`config.mk`:
```
export PLATFORM = sky130hd
export DESIGN_NAME = exp5_receptor_medida
export DESIGN_NICKNAME = d
export VERILOG_FILES = /design/src/rtl/exp5_receptor_medida.sv
export SDC_FILE = /design/constraint.sdc
export NUM_CORES = 1
export LEC_CHECK = 0
export CAP_MARGIN = 20
export CORE_AREA = 5 5 134 72
export DETAILED_ROUTE_END_ITERATION = 10
export DIE_AREA = 0 0 139 77
export GPL_ROUTABILITY_DRIVEN = 0
export PLACE_DENSITY = 0.73
export SLEW_MARGIN = 20
export SYNTH_ARGS = -nofsm -noshare
export SYNTH_HDL_FRONTEND = slang
export SYNTH_SLANG_ARGS = --single-unit
```
`constraint.sdc`:
```
create_clock -name clock -period 8.13 [get_ports clock]
set_clock_uncertainty 0.2 [all_clocks]
set_input_delay 0.813 -clock clock [delete_from_list [all_inputs] [get_ports clock]]
set_output_delay 0.813 -clock clock [all_outputs]
set_load 0.1 [all_outputs]
```
`src/rtl/exp5_receptor_medida.sv`:
```
// Serial frame decoder for the sonar measurement link.
// Accepts "AAA,DDDD#" ASCII frames one byte per strobe and presents the
// angle and distance as BCD words with a one-cycle pronto strobe.
// Malformed or stalled frames raise a one-cycle erro pulse and are discarded.
// Handshake: recebe_dado is a one-cycle valid strobe with no ready; the byte
// on dado is consumed on every clock edge where recebe_dado is high.
module exp5_receptor_medida #(
    parameter int TIMEOUT = 5_000_000
) (
    input  logic        clock,
    input  logic        reset,
    input  logic [6:0]  dado,
    input  logic        recebe_dado,
    output logic [11:0] angulo,
    output logic [15:0] distancia,
    output logic        pronto,
    output logic        erro,
    output logic [2:0]  db_estado
);

    localparam int TW = $clog2(TIMEOUT) + 1;

    typedef enum logic [2:0] {
        INICIAL    = 3'b000,
        ANGULO     = 3'b001,
        VIRGULA    = 3'b010,
        DISTANCIA  = 3'b011,
        TERMINADOR = 3'b100,
        PRONTO     = 3'b101,
        ERRO       = 3'b110
    } estado_t;

    estado_t        estado, proximo;
    logic [1:0]     indice, indice_next;
    logic [11:0]    stage_ang;
    logic [15:0]    stage_dist;
    logic [TW-1:0]  timer;
    logic           erro_flag;

    logic           is_digit, is_virgula, is_hash;
    logic           counting, timed_out;
    logic           shift_ang, shift_dist, commit;

    assign is_digit   = (dado >= 7'h30) && (dado <= 7'h39);
    assign is_virgula = (dado == 7'h2C);
    assign is_hash    = (dado == 7'h23);

    // The timeout only applies while a frame is partially received.
    assign counting  = (estado == ANGULO) || (estado == VIRGULA) ||
                       (estado == DISTANCIA) || (estado == TERMINADOR);
    assign timed_out = counting && (timer == TW'(TIMEOUT - 1));

    // State register.
    always_ff @(posedge clock or posedge reset) begin
        if (reset) estado <= INICIAL;
        else       estado <= proximo;
    end

    // Next-state and datapath control; a strobe always beats the timeout.
    always_comb begin
        proximo     = estado;
        indice_next = indice;
        shift_ang   = 1'b0;
        shift_dist  = 1'b0;
        commit      = 1'b0;
        case (estado)
            INICIAL, PRONTO: begin
                // PRONTO lasts one cycle; a byte arriving there is treated as in INICIAL.
                if (estado == PRONTO) proximo = INICIAL;
                if (recebe_dado && is_digit) begin
                    shift_ang   = 1'b1;
                    indice_next = 2'd1;
                    proximo     = ANGULO;
                end
            end
            ANGULO: begin
                if (recebe_dado) begin
                    if (is_digit) begin
                        shift_ang = 1'b1;
                        if (indice == 2'd2) begin
                            indice_next = 2'd0;
                            proximo     = VIRGULA;
                        end else begin
                            indice_next = indice + 2'd1;
                        end
                    end else begin
                        proximo = ERRO;
                    end
                end else if (timed_out) begin
                    proximo = ERRO;
                end
            end
            VIRGULA: begin
                if (recebe_dado) begin
                    if (is_virgula) begin
                        indice_next = 2'd0;
                        proximo     = DISTANCIA;
                    end else begin
                        proximo = ERRO;
                    end
                end else if (timed_out) begin
                    proximo = ERRO;
                end
            end
            DISTANCIA: begin
                if (recebe_dado) begin
                    if (is_digit) begin
                        shift_dist = 1'b1;
                        if (indice == 2'd3) begin
                            indice_next = 2'd0;
                            proximo     = TERMINADOR;
                        end else begin
                            indice_next = indice + 2'd1;
                        end
                    end else begin
                        proximo = ERRO;
                    end
                end else if (timed_out) begin
                    proximo = ERRO;
                end
            end
            TERMINADOR: begin
                if (recebe_dado) begin
                    if (is_hash) begin
                        commit  = 1'b1;
                        proximo = PRONTO;
                    end else begin
                        proximo = ERRO;
                    end
                end else if (timed_out) begin
                    proximo = ERRO;
                end
            end
            ERRO: begin
                if (recebe_dado && is_hash) proximo = INICIAL;
            end
            default: proximo = INICIAL;
        endcase
    end

    // Staging shift registers, digit index and published outputs.
    always_ff @(posedge clock or posedge reset) begin
        if (reset) begin
            indice     <= 2'd0;
            stage_ang  <= 12'h000;
            stage_dist <= 16'h0000;
            angulo     <= 12'h000;
            distancia  <= 16'h0000;
        end else begin
            indice <= indice_next;
            if (shift_ang)  stage_ang  <= {stage_ang[7:0], dado[3:0]};
            if (shift_dist) stage_dist <= {stage_dist[11:0], dado[3:0]};
            if (commit) begin
                angulo    <= stage_ang;
                distancia <= stage_dist;
            end
        end
    end

    // Inter-byte timer: cleared by any accepted byte or state change.
    always_ff @(posedge clock or posedge reset) begin
        if (reset)                                          timer <= '0;
        else if (recebe_dado || proximo != estado || !counting) timer <= '0;
        else                                                timer <= timer + 1'b1;
    end

    // Registered "just entered ERRO" flag so erro is a single-cycle pulse.
    always_ff @(posedge clock or posedge reset) begin
        if (reset) erro_flag <= 1'b0;
        else       erro_flag <= (proximo == ERRO) && (estado != ERRO);
    end

    assign pronto    = (estado == PRONTO);
    assign erro      = erro_flag;
    assign db_estado = estado;

endmodule
```
* Word-level counts from Yosys, hierarchy flattened *
Cells that the tools add are included.

storage, ports and cells
  register bits = 86
  bits of input ports = 10
  output and inout bits = 33
  word-level logic and storage cells = 82

operators by class
  $add $sub $neg = 2
  order comparisons = 2
  equality and inequality tests = 21
  muxes and demuxes = 34
  reduce and logical (&&, ||, !) cells = 15

operators by type and width
  cell                     number
  $mux W3                  13
  $add A24 B1 Y24 const B  1
  $eq A24 B23 Y1 const B   1
  $mux W24                 1
  $mux W2                  10
  $pmux W3 S6              1
  $eq A7 B6 Y1 const B     2
  $ne A2 B2 Y1 const B     7
  $eq A3 B3 Y1 const B     4
  $pmux W2 S4              1
  $reduce_and A8 Y1        1
  $ge A7 B6 Y1 const B     1
  $le A7 B6 Y1 const B     1
  $mux W1                  7
  $eq A3 B2 Y1 const B     2
  $logic_and A1 B1 Y1      5
  $logic_or A1 B1 Y1       5
  $eq A2 B2 Y1 const B     2
  $reduce_bool A4 Y1       1
  $eq A3 B1 Y1 const B     1
  $logic_not A3 Y1         1
  $ne A3 B3 Y1             1
  $ne A3 B3 Y1 const B     1
  $add A2 B1 Y2 const B    1
  3 further kinds          3

* Logic depth before layout (Yosys ltp) *
Gate-level depths: netlist (run 1).

  depth after elaboration = 12
  depth in mapped cells = 7
  gate-level depth less buffers = 6

* Worst setup path after synthesis (run 1) *
No wires, ideal clock.

  kind = register to output
  start point = register estado[0] (netlist: db_estado[0])
  end point = output pronto
  arrival time = 2.124 ns
  required time = 7.117 ns
  setup slack = 4.993 ns
  stages on the path, launching flop included = 3
  buffers on the path = 1
  cell sequence = dfrtp_1 -> clkbuf_1 -> and3_1

between the ends
  longest elaborated chain between the ends = 1

ends and longest elaborated chain
  element                 line  RTL
  from (decl)             33    estado_t estado, proximo;
  from (signal assigned)  56    else estado <= proximo;
  $eq A3 B3 Y1            173   assign pronto = (estado == PRONTO);
  to (decl)               16    output logic pronto,

No other way between the ends.

* Worst setup path after layout (run 1) *
  start point = register estado[1] (netlist: db_estado[1])
  end point = output pronto

Same word-level chain as after synthesis.

==> metrics, run 1 <==
status=completed; Iteration-0 DRC Markers=roughly 200; CORE AREA=between 8000 and 9000 µm²; Longest Clk Path Bufs=2; max incr delay on CP=around 1.1 ns; pre-CTS setup slack=4.55 ns; first-pass GRT wire length=13,900 µm; # hold bufs at CTS=0; Slowest-stage cell, CP=clkdlybuf4s50_1; DP HPWL=between 5000 and 6000 µm; worst vdd ir=around 0.24 mV; CTS tree=built; fin nets=between 300 and 400; Least-Margin Pin Slew=between 1 and 1.5 ns; count of final max-slew check failures=0; total number of vias=between 2k and 3k; multi-input logic area=1780 µm²; Syn Nets=around 340; Inserted Clock Buffers=9; largest net degree at the start of global routing=a little under 90; post-route ant nets=0; Pleak=2.20 nW; Final Critical Period=between 3 and 4 ns; Most used DFF post-synth=dfrtp_1; row count=24; Yosys Warn Count=0; Design Area, Final=4840 µm²; fillcell total=740; Cell variety after synth=52; Initial Utilization=48.0%; initial antenna violation count=0; overall routing resource usage=16.2%; Max Clk Rate=between 200 and 300 MHz; fraction of layout cells with a size suffix above 1=between 20 and 25%; Avg Vias per Cell=between 5 and 6; wire per inst=16.3 µm; gr ovfl total=0; FF+latch count, synth=86; relative slew slack=between 30 and 40%; I/O pin count=between 40 and 50; DRC viols=0; CP Max Fanout=19; Hold Fails Final Rpt=0; Tcrit/Tclk final=44.7%; CP arrival=between 2 and 3 ns; Layout area overhead=19.9%; setup total negative slack=0 ns; post-synthesis cell area=a little over 4000 µm²; die extent in y=just under 80 µm; commonest non-fill, non-tap cell in the layout=dfrtp_1; power per cell area=approximately 260 nW/µm²; Worst-path clk slew=~0.060 ns; FFs w/ async S/R, synth=between 90% and 100%; Port Buf Inserts=between 40 and 50; Overall Power=1.25 mW; register area share after synthesis=53.3%; final worst setup slack=4.49 ns; Worst EP required=7.12 ns; worst reg-to-reg path cell count=6; H-tree depth=3; First-pass DRT Iterations=4; worst-path cell chain=inv_1, and3_1, clkdlybuf4s50_1; vias in the first global route=2,612; post-CTS sizing=0; DRT Wirelength=7950 µm; critical path class=flop to output port; endpoint type of the worst setup path=output port; Diodes inserted=0; Mapped Cells=around 320; Levels on crit path=3; clock tree sinks=86; final setup vio count=0; most frequent cells in the layout=86 x dfrtp_1, 54 x mux2_2, 42 x clkdlybuf4s50_1; syn_area_per_cell=~13 µm²; Die Area=between 10,000 and 15,000 µm²; unrepaired setup endpoints after global routing=no; Horiz. Die Dim=~140 µm; setup bufs post-CTS=0; Clk Latency, worst-skew pair=roughly 0.34 ns; Buf/Inv on CP=2; hold path depth=1; Hold Path Class=flop to flop; Post-synth EDFFs=0; maxcap violations=0; Startpoint Class=flop; Core Util, Final=a little under three fifths; Area after DPL=roughly 4500 µm²; clock root buffer=clkbuf_16; FF/Latch Area=2150 µm²; Largest delay share family, worst path=buffers and inverters
Yosys cell counts, types with 7 or more instances:
cell type / n / area, µm²
nor3_2: 8 / 80.1
nor2_1: 20 / 75.1
dfrtp_1: 86 / 2150
nor3_1: 7 / 35.0
xor2_1: 17 / 149
mux2_2: 54 / 608
inv_1: 7 / 26.3
nand3_1: 13 / 65.1
nand2_1: 12 / 45.0
xnor2_1: 7 / 61.3
cell type report:
class	count	share of cell area, %
repair buffers	45	9.30
inverters	7	0.568
well taps	117	3.02
clock inverters	4	0.620
flip-flops and latches	86	44.4
multi-input cells	216	36.8
clock buffers	11	5.22
sequential cells by signal, indices dropped and copies added, names as in the netlist:
register    flops
db_estado       3
stage_dist     16
stage_ang      12
indice          2
timer          24
erro            1
distancia      16
angulo         12
per-layer routing:
layer  vias to the layer above  global-route usage [%]  share of wire, %
met1                      1322                    25.0                53
met2                        56                    21.2                40
met4                         0                    5.86               1.6
met5                         -                       0                 0
met3                        14                    4.66               4.9
li1                       1248                       -                 -
power breakdown:
group | internal, mW | switching, mW
Sequential | 0.467 | 0.0575
Clock | 0.223 | 0.167
Combinational | 0.120 | 0.212
Total | 0.810 | 0.436
cell families (layout without fill, tap and decap cells):
| logic type | after synthesis | count (layout) | share of synthesized area, % |
|---|---|---|---|
| simple gates | 99 | 99 | 15.0 |
| flops | 86 | 86 | 53.3 |
| mux | 59 | 59 | 16.4 |
| compound gates | 29 | 29 | 5.92 |
| xor+xnor | 24 | 24 | 5.21 |
| buf+inv | 20 | 67 | 2.66 |
| fa+ha+maj | 5 | 5 | 1.55 |
worst paths after layout:
check                                         start                       end  slack (ns)
setup / recovery             db_estado[1]$_DFF_PP0_                    pronto        4.49
hold / removal             distancia[1]$_DFFE_PP0P_  distancia[1]$_DFFE_PP0P_        0.29
setup reg to reg             db_estado[1]$_DFF_PP0_        timer[3]$_DFF_PP0_        5.44
hold reg to reg            distancia[1]$_DFFE_PP0P_  distancia[1]$_DFFE_PP0P_        0.29
max in group asynchronous                     reset       timer[11]$_DFF_PP0_        6.39
min in group asynchronous                     reset       timer[17]$_DFF_PP0_        0.80
per-stage QoR:
stage / hold WS, ns / cells
final: 0.294 / 486
after global routing: 0.313 / 486
after CTS: 0.300 / 485
after detailed placement: 0.285 / 470
after global placement: 0.280 / 470
after floorplan: 0.263 / 322
No activity file was read; power rests on OpenSTA's default activity.
==> run 2, diff against run 1 <==
==> constraint.sdc (replaced) <==
create_clock -name clock -period 3.8 [get_ports clock]
set_clock_uncertainty 0.2 [all_clocks]
set_input_delay 0.38 -clock clock [delete_from_list [all_inputs] [get_ports clock]]
set_output_delay 0.38 -clock clock [all_outputs]
set_load 0.1 [all_outputs]
==> run 2 against run 1 <==
- combinational power up 130%
- sequential share of layout area about the same
- register-to-register slack worse by 4.6 ns
- global-route usage up 0.79 points
- final cell count up 0.82%
- first-iteration DRC count up 15%
- power up 110%
- sequential cell count unchanged
- routed wire length up 8.0%
- critical path depth up 2
- critical path type is now flop to flop
==> metrics, run 2 (same netlist as run 1, synthesis figures left out) <==
status=completed; row count=24; vias in the first global route=2,713; worst-path cell chain=or3b_2, nand2_1, nand4_2, a211oi_2, nor3_1; worst reg2reg path endpoint=timer[6]$_DFF_PP0_; Final Critical Period=roughly 3.0 ns; Hold Fails Final Rpt=0; H-tree depth=3; CORE AREA=between 8000 and 9000 µm²; largest register by flop count=timer; clock root buffer=clkbuf_16; initial antenna violation count=0; Worst-path clk slew=around 0.07 ns; total number of vias=2,694; final setup vio count=0; post-route ant nets=0; fin nets=383; Slowest-stage cell, CP=a211oi_2; die extent in y=roughly 77 µm; Die Area=between 10,000 and 15,000 µm²; Longest Clk Path Bufs=2; Diodes inserted=0; Largest delay share family, worst path=simple AND/OR/NAND/NOR gates; maxcap violations=0; CP arrival=around 3 ns; Max Clk Rate=around 340 MHz; First-pass DRT Iterations=5; clock tree sinks=86; relative slew slack=27.2%; Buf/Inv on CP=0; Startpoint Class=flop; FF-to-FF Start=db_estado[2]$_DFF_PP0_; biggest regs=timer (24), distancia (16), stage_dist (16); Port Buf Inserts=between 40 and 50; Avg Vias per Cell=~5.5; max incr delay on CP=0.96 ns; power per cell area=~550 nW/µm²; endpoint type of the worst setup path=flop; Clk Latency, worst-skew pair=0.34 ns; post-CTS sizing=0; R2R Setup Slk=~0.84 ns; I/O pin count=43; wire per inst=roughly 18 µm; Inserted Clock Buffers=9; critical path class=flop to flop; Worst EP required=3.77 ns; CTS tree=built; most frequent cells in the layout=86 x dfrtp_1, 54 x mux2_2, 41 x clkdlybuf4s50_1; CP Max Fanout=14; Hold Path Class=input pin to asynchronous set/reset pin; first-pass GRT wire length=around 14,000 µm; Overall Power=between 2 and 3 mW; DP HPWL=6130 µm; unrepaired setup endpoints after global routing=no; largest net degree at the start of global routing=between 40 and 50; Tcrit/Tclk final=between 70% and 80%; worst vdd ir=slightly above 0.6 mV; Initial Utilization=48.0%; count of final max-slew check failures=0; setup bufs post-CTS=0; # hold bufs at CTS=0; Horiz. Die Dim=about 140 µm; overall routing resource usage=approximately 17%; gr ovfl total=0; DRC viols=0; Pleak=around 2.2 nW; Largest register FFs=24; fraction of layout cells with a size suffix above 1=around 25%; setup total negative slack=0 ns; worst reg-to-reg path cell count=5; commonest non-fill, non-tap cell in the layout=dfrtp_1; Iteration-0 DRC Markers=~230; Layout area overhead=19.9%; DRT Wirelength=between 8000 and 9000 µm; Least-Margin Pin Slew=about 1.1 ns
run 2: changes by cell type in the layout (fill, tap and decap cells not counted), sizes merged:
cell,previous run,this run
buf,3,7
clkbuf,11,12
clkdlybuf4s50,42,41
clkinv,3,4
clkinvlp,1,0
run 2: cell type report:
type                    count  area [µm²]
well taps                 117         146
clock buffers              12         236
inverters                   7        27.5
repair buffers             48         463
flip-flops and latches     86        2150
multi-input cells         216        1780
fillers                   714        3570
clock inverters             4        31.3
run 2: metrics by stage:
| step | hold WS [ns] | cells | util, % | worst slack [ns] | instance area [µm²] |
|---|---|---|---|---|---|
| 6_report | 0.284 | 490 | 57.6 | 0.837 | 4840 |
| 5_1_grt | 0.319 | 490 | 57.6 | 0.703 | 4840 |
| 4_1_cts | 0.295 | 490 | 57.5 | 0.875 | 4830 |
| 3_5_place_dp | 0.281 | 474 | 54.3 | 0.727 | 4570 |
| 3_3_place_gp | 0.280 | 474 | 54.3 | 0.763 | 4570 |
| 2_1_floorplan | 0.263 | 322 | - | 0.998 | 4040 |
run 2: how the worst max path moves through the flow:
stage | startpoint | to | depth (start not counted)
after floorplan | reset | angulo[0]$_DFFE_PP0P_ | 1
after global routing | db_estado[2]$_DFF_PP0_ | timer[6]$_DFF_PP0_ | 5
after global placement | recebe_dado | timer[3]$_DFF_PP0_ | 6
final | db_estado[2]$_DFF_PP0_ | timer[6]$_DFF_PP0_ | 5
after CTS | timer[16]$_DFF_PP0_ | timer[6]$_DFF_PP0_ | 5
after detailed placement | dado[0] | angulo[8]$_DFFE_PP0P_ | 6
run 2: power breakdown:
part           switching, mW  internal [mW]
Sequential            0.0899           1.00
Clock                  0.354          0.447
Combinational          0.503          0.260
Total                  0.946           1.71
run 2: routing by layer:
layer  global-route usage, %  share of wire, %
met1                    25.4                52
met2                    23.2                42
met3                    4.97               4.8
met4                    5.86               1.5
met5                       0                 0
run 2: worst register-to-register path: stages (launching register included):
cell	delay, ns
dfrtp_1	0.62
or3b_2	0.52
nand2_1	0.15
nand4_2	0.19
a211oi_2	0.97
nor3_1	0.15
==> run 3, diff against run 2 <==
--- a/config.mk
+++ b/config.mk
@@ -10,7 +10,7 @@
 export DETAILED_ROUTE_END_ITERATION = 10
 export DIE_AREA = 0 0 139 77
 export GPL_ROUTABILITY_DRIVEN = 0
-export PLACE_DENSITY = 0.73
+export PLACE_DENSITY = 0.75
 export SLEW_MARGIN = 20
 export SYNTH_ARGS = -nofsm -noshare
 export SYNTH_HDL_FRONTEND = slang
==> constraint.sdc (replaced) <==
create_clock -name clock -period 2.7 [get_ports clock]
set_clock_uncertainty 0.2 [all_clocks]
set_input_delay 0.27 -clock clock [delete_from_list [all_inputs] [get_ports clock]]
set_output_delay 0.27 -clock clock [all_outputs]
set_load 0.1 [all_outputs]
==> run 3 against run 2 <==
- power increased by 46%
- die area unchanged
- clock-buffer cell count decreased by 3
- register-to-register slack got worse by 0.63 ns
==> metrics, run 3 (same netlist as run 1, synthesis figures left out) <==
multi-input logic area=roughly 1800 µm²; endpoint type of the worst setup path=flop; wire per inst=16.5 µm; Worst EP required=~2.7 ns; Pleak=~2.4 nW; final setup vio count=0; CP Max Fanout=12; DP HPWL=6170 µm; Die Area=around 11,000 µm²; Max Clk Rate=402 MHz; maxcap violations=0; clock tree sinks=86; Initial Utilization=between 40% and 50%; Hold Fails Final Rpt=0; First-pass DRT Iterations=4; setup bufs post-CTS=0; Core Util, Final=approximately three fifths; worst-path cell chain=or4b_4, nor3_2, nand4_2, a211oi_4, nor3_1; # hold bufs at CTS=0; commonest non-fill, non-tap cell in the layout=dfrtp_1; CTS tree=built; relative slew slack=about half; Design Area, Final=between 4000 and 5000 µm²; Longest Clk Path Bufs=2; Iteration-0 DRC Markers=about 160; I/O pin count=43; Final Critical Period=2.49 ns; Inserted Clock Buffers=9; Slowest-stage cell, CP=a211oi_4; Avg Vias per Cell=5.31; status=completed; Area after DPL=approximately 4700 µm²; Hold Path Class=input pin to asynchronous set/reset pin; overall routing resource usage=approximately 17%; H-tree depth=3; row count=24; clock root buffer=clkbuf_16; max incr delay on CP=0.69 ns; fraction of layout cells with a size suffix above 1=37.9%; most frequent cells in the layout=86 x dfrtp_1, 59 x buf_4, 54 x mux2_2; Port Buf Inserts=42; placed cells=~500; Largest register FFs=24; critical path class=flop to flop; Startpoint Class=flop; DRT Wirelength=around 8400 µm; Worst-path clk slew=around 0.07 ns; FF/Latch Area=approximately 2200 µm²; Least-Margin Pin Slew=about 0.72 ns; Tcrit/Tclk final=between 90% and 100%; fin nets=just over 400; largest register by flop count=timer; total number of vias=~2.7k; die extent in y=around 77 µm; Diodes inserted=0; final non-filler cell total=roughly 510; Clk Latency, worst-skew pair=roughly 0.34 ns; biggest regs=timer (24), distancia (16), stage_dist (16); Horiz. Die Dim=roughly 140 µm; Layout area overhead=23.5%; initial antenna violation count=0; CP arrival=around 2.5 ns; DRC viols=0; fillcell total=~700; gr ovfl total=0; count of final max-slew check failures=0; unrepaired setup endpoints after global routing=no; post-route ant nets=0; worst vdd ir=0.708 mV; power per cell area=approximately 780 nW/µm²; vias in the first global route=approximately 2.8k; first-pass GRT wire length=14,700 µm; largest net degree at the start of global routing=between 50 and 60; CORE AREA=approximately 8400 µm²
==> run 3: power breakdown <==
group          switching (mW)  internal, mW  leakage (nW)
logic                   0.771         0.438          1.08
registers              0.0981          1.41          1.18
clock network           0.523         0.634         0.137
total                    1.39          2.48          2.40
==> run 3: cell type report <==
class                   instances  share of cell area (%)
well taps                     117                    2.94
clock buffers                   9                    4.52
flip-flops and latches         86                    43.2
inverters                       7                   0.552
repair buffers                 71                    11.9
multi-input cells             216                    35.8
clock inverters                 7                    1.13
==> run 3: path summary, 6_finish.rpt <==
| path | start | to | slack [ns] | depth (start not counted) |
|---|---|---|---|---|
| min reg2reg | stage_dist[12]$_DFFE_PP0P_ | distancia[12]$_DFFE_PP0P_ | 0.30 | 1 |
| max in group asynchronous | reset | stage_dist[4]$_DFFE_PP0P_ | 1.55 | 3 |
| max | timer[21]$_DFF_PP0_ | timer[6]$_DFF_PP0_ | 0.21 | 5 |
| min in group clock | stage_dist[12]$_DFFE_PP0P_ | distancia[12]$_DFFE_PP0P_ | 0.30 | 1 |
| max reg2reg | timer[21]$_DFF_PP0_ | timer[6]$_DFF_PP0_ | 0.21 | 5 |
| min | reset | stage_ang[4]$_DFFE_PP0P_ | 0.09 | 2 |
==> run 3: worst max-delay path, delay by kind of cell, from the launching register on <==
family | cells | cell delay (ns)
AND/OR/NAND/NOR | 4 | 1.03
AO/OA/AOI/OAI | 1 | 0.69
flip-flops | 1 | 0.41
==> run 3: routing by layer <==
metal / vias to the layer above / part of all wire [%] / GRT usage, %
li1: 1291 / - / -
met1: 1377 / 53 / 26.1
met2: 47 / 42 / 23.2
met3: 8 / 4.0 / 5.10
met4: 0 / 0.94 / 3.81
met5: - / 0 / 0
==> run 3: what timing repair did <==
| item | in CTS | in global routing |
|---|---|---|
| endpoints found under the setup margin | 11 | 0 |
| gates resized for setup | 1 | 0 |
| endpoints found under the hold margin | 0 | 0 |
==> run 3: stage by stage <==
step	setup WS, ns	TNS (ns)	hold WS (ns)	total power, mW
after floorplan	0.00815	0	0.220	2.36
after global placement	-0.0395	-0.135	0.279	2.68
after detailed placement	-0.0557	-0.362	0.289	2.71
after CTS	0.211	0	0.0949	3.89
after global routing	0.0504	0	0.128	4.06
final	0.211	0	0.0852	3.87
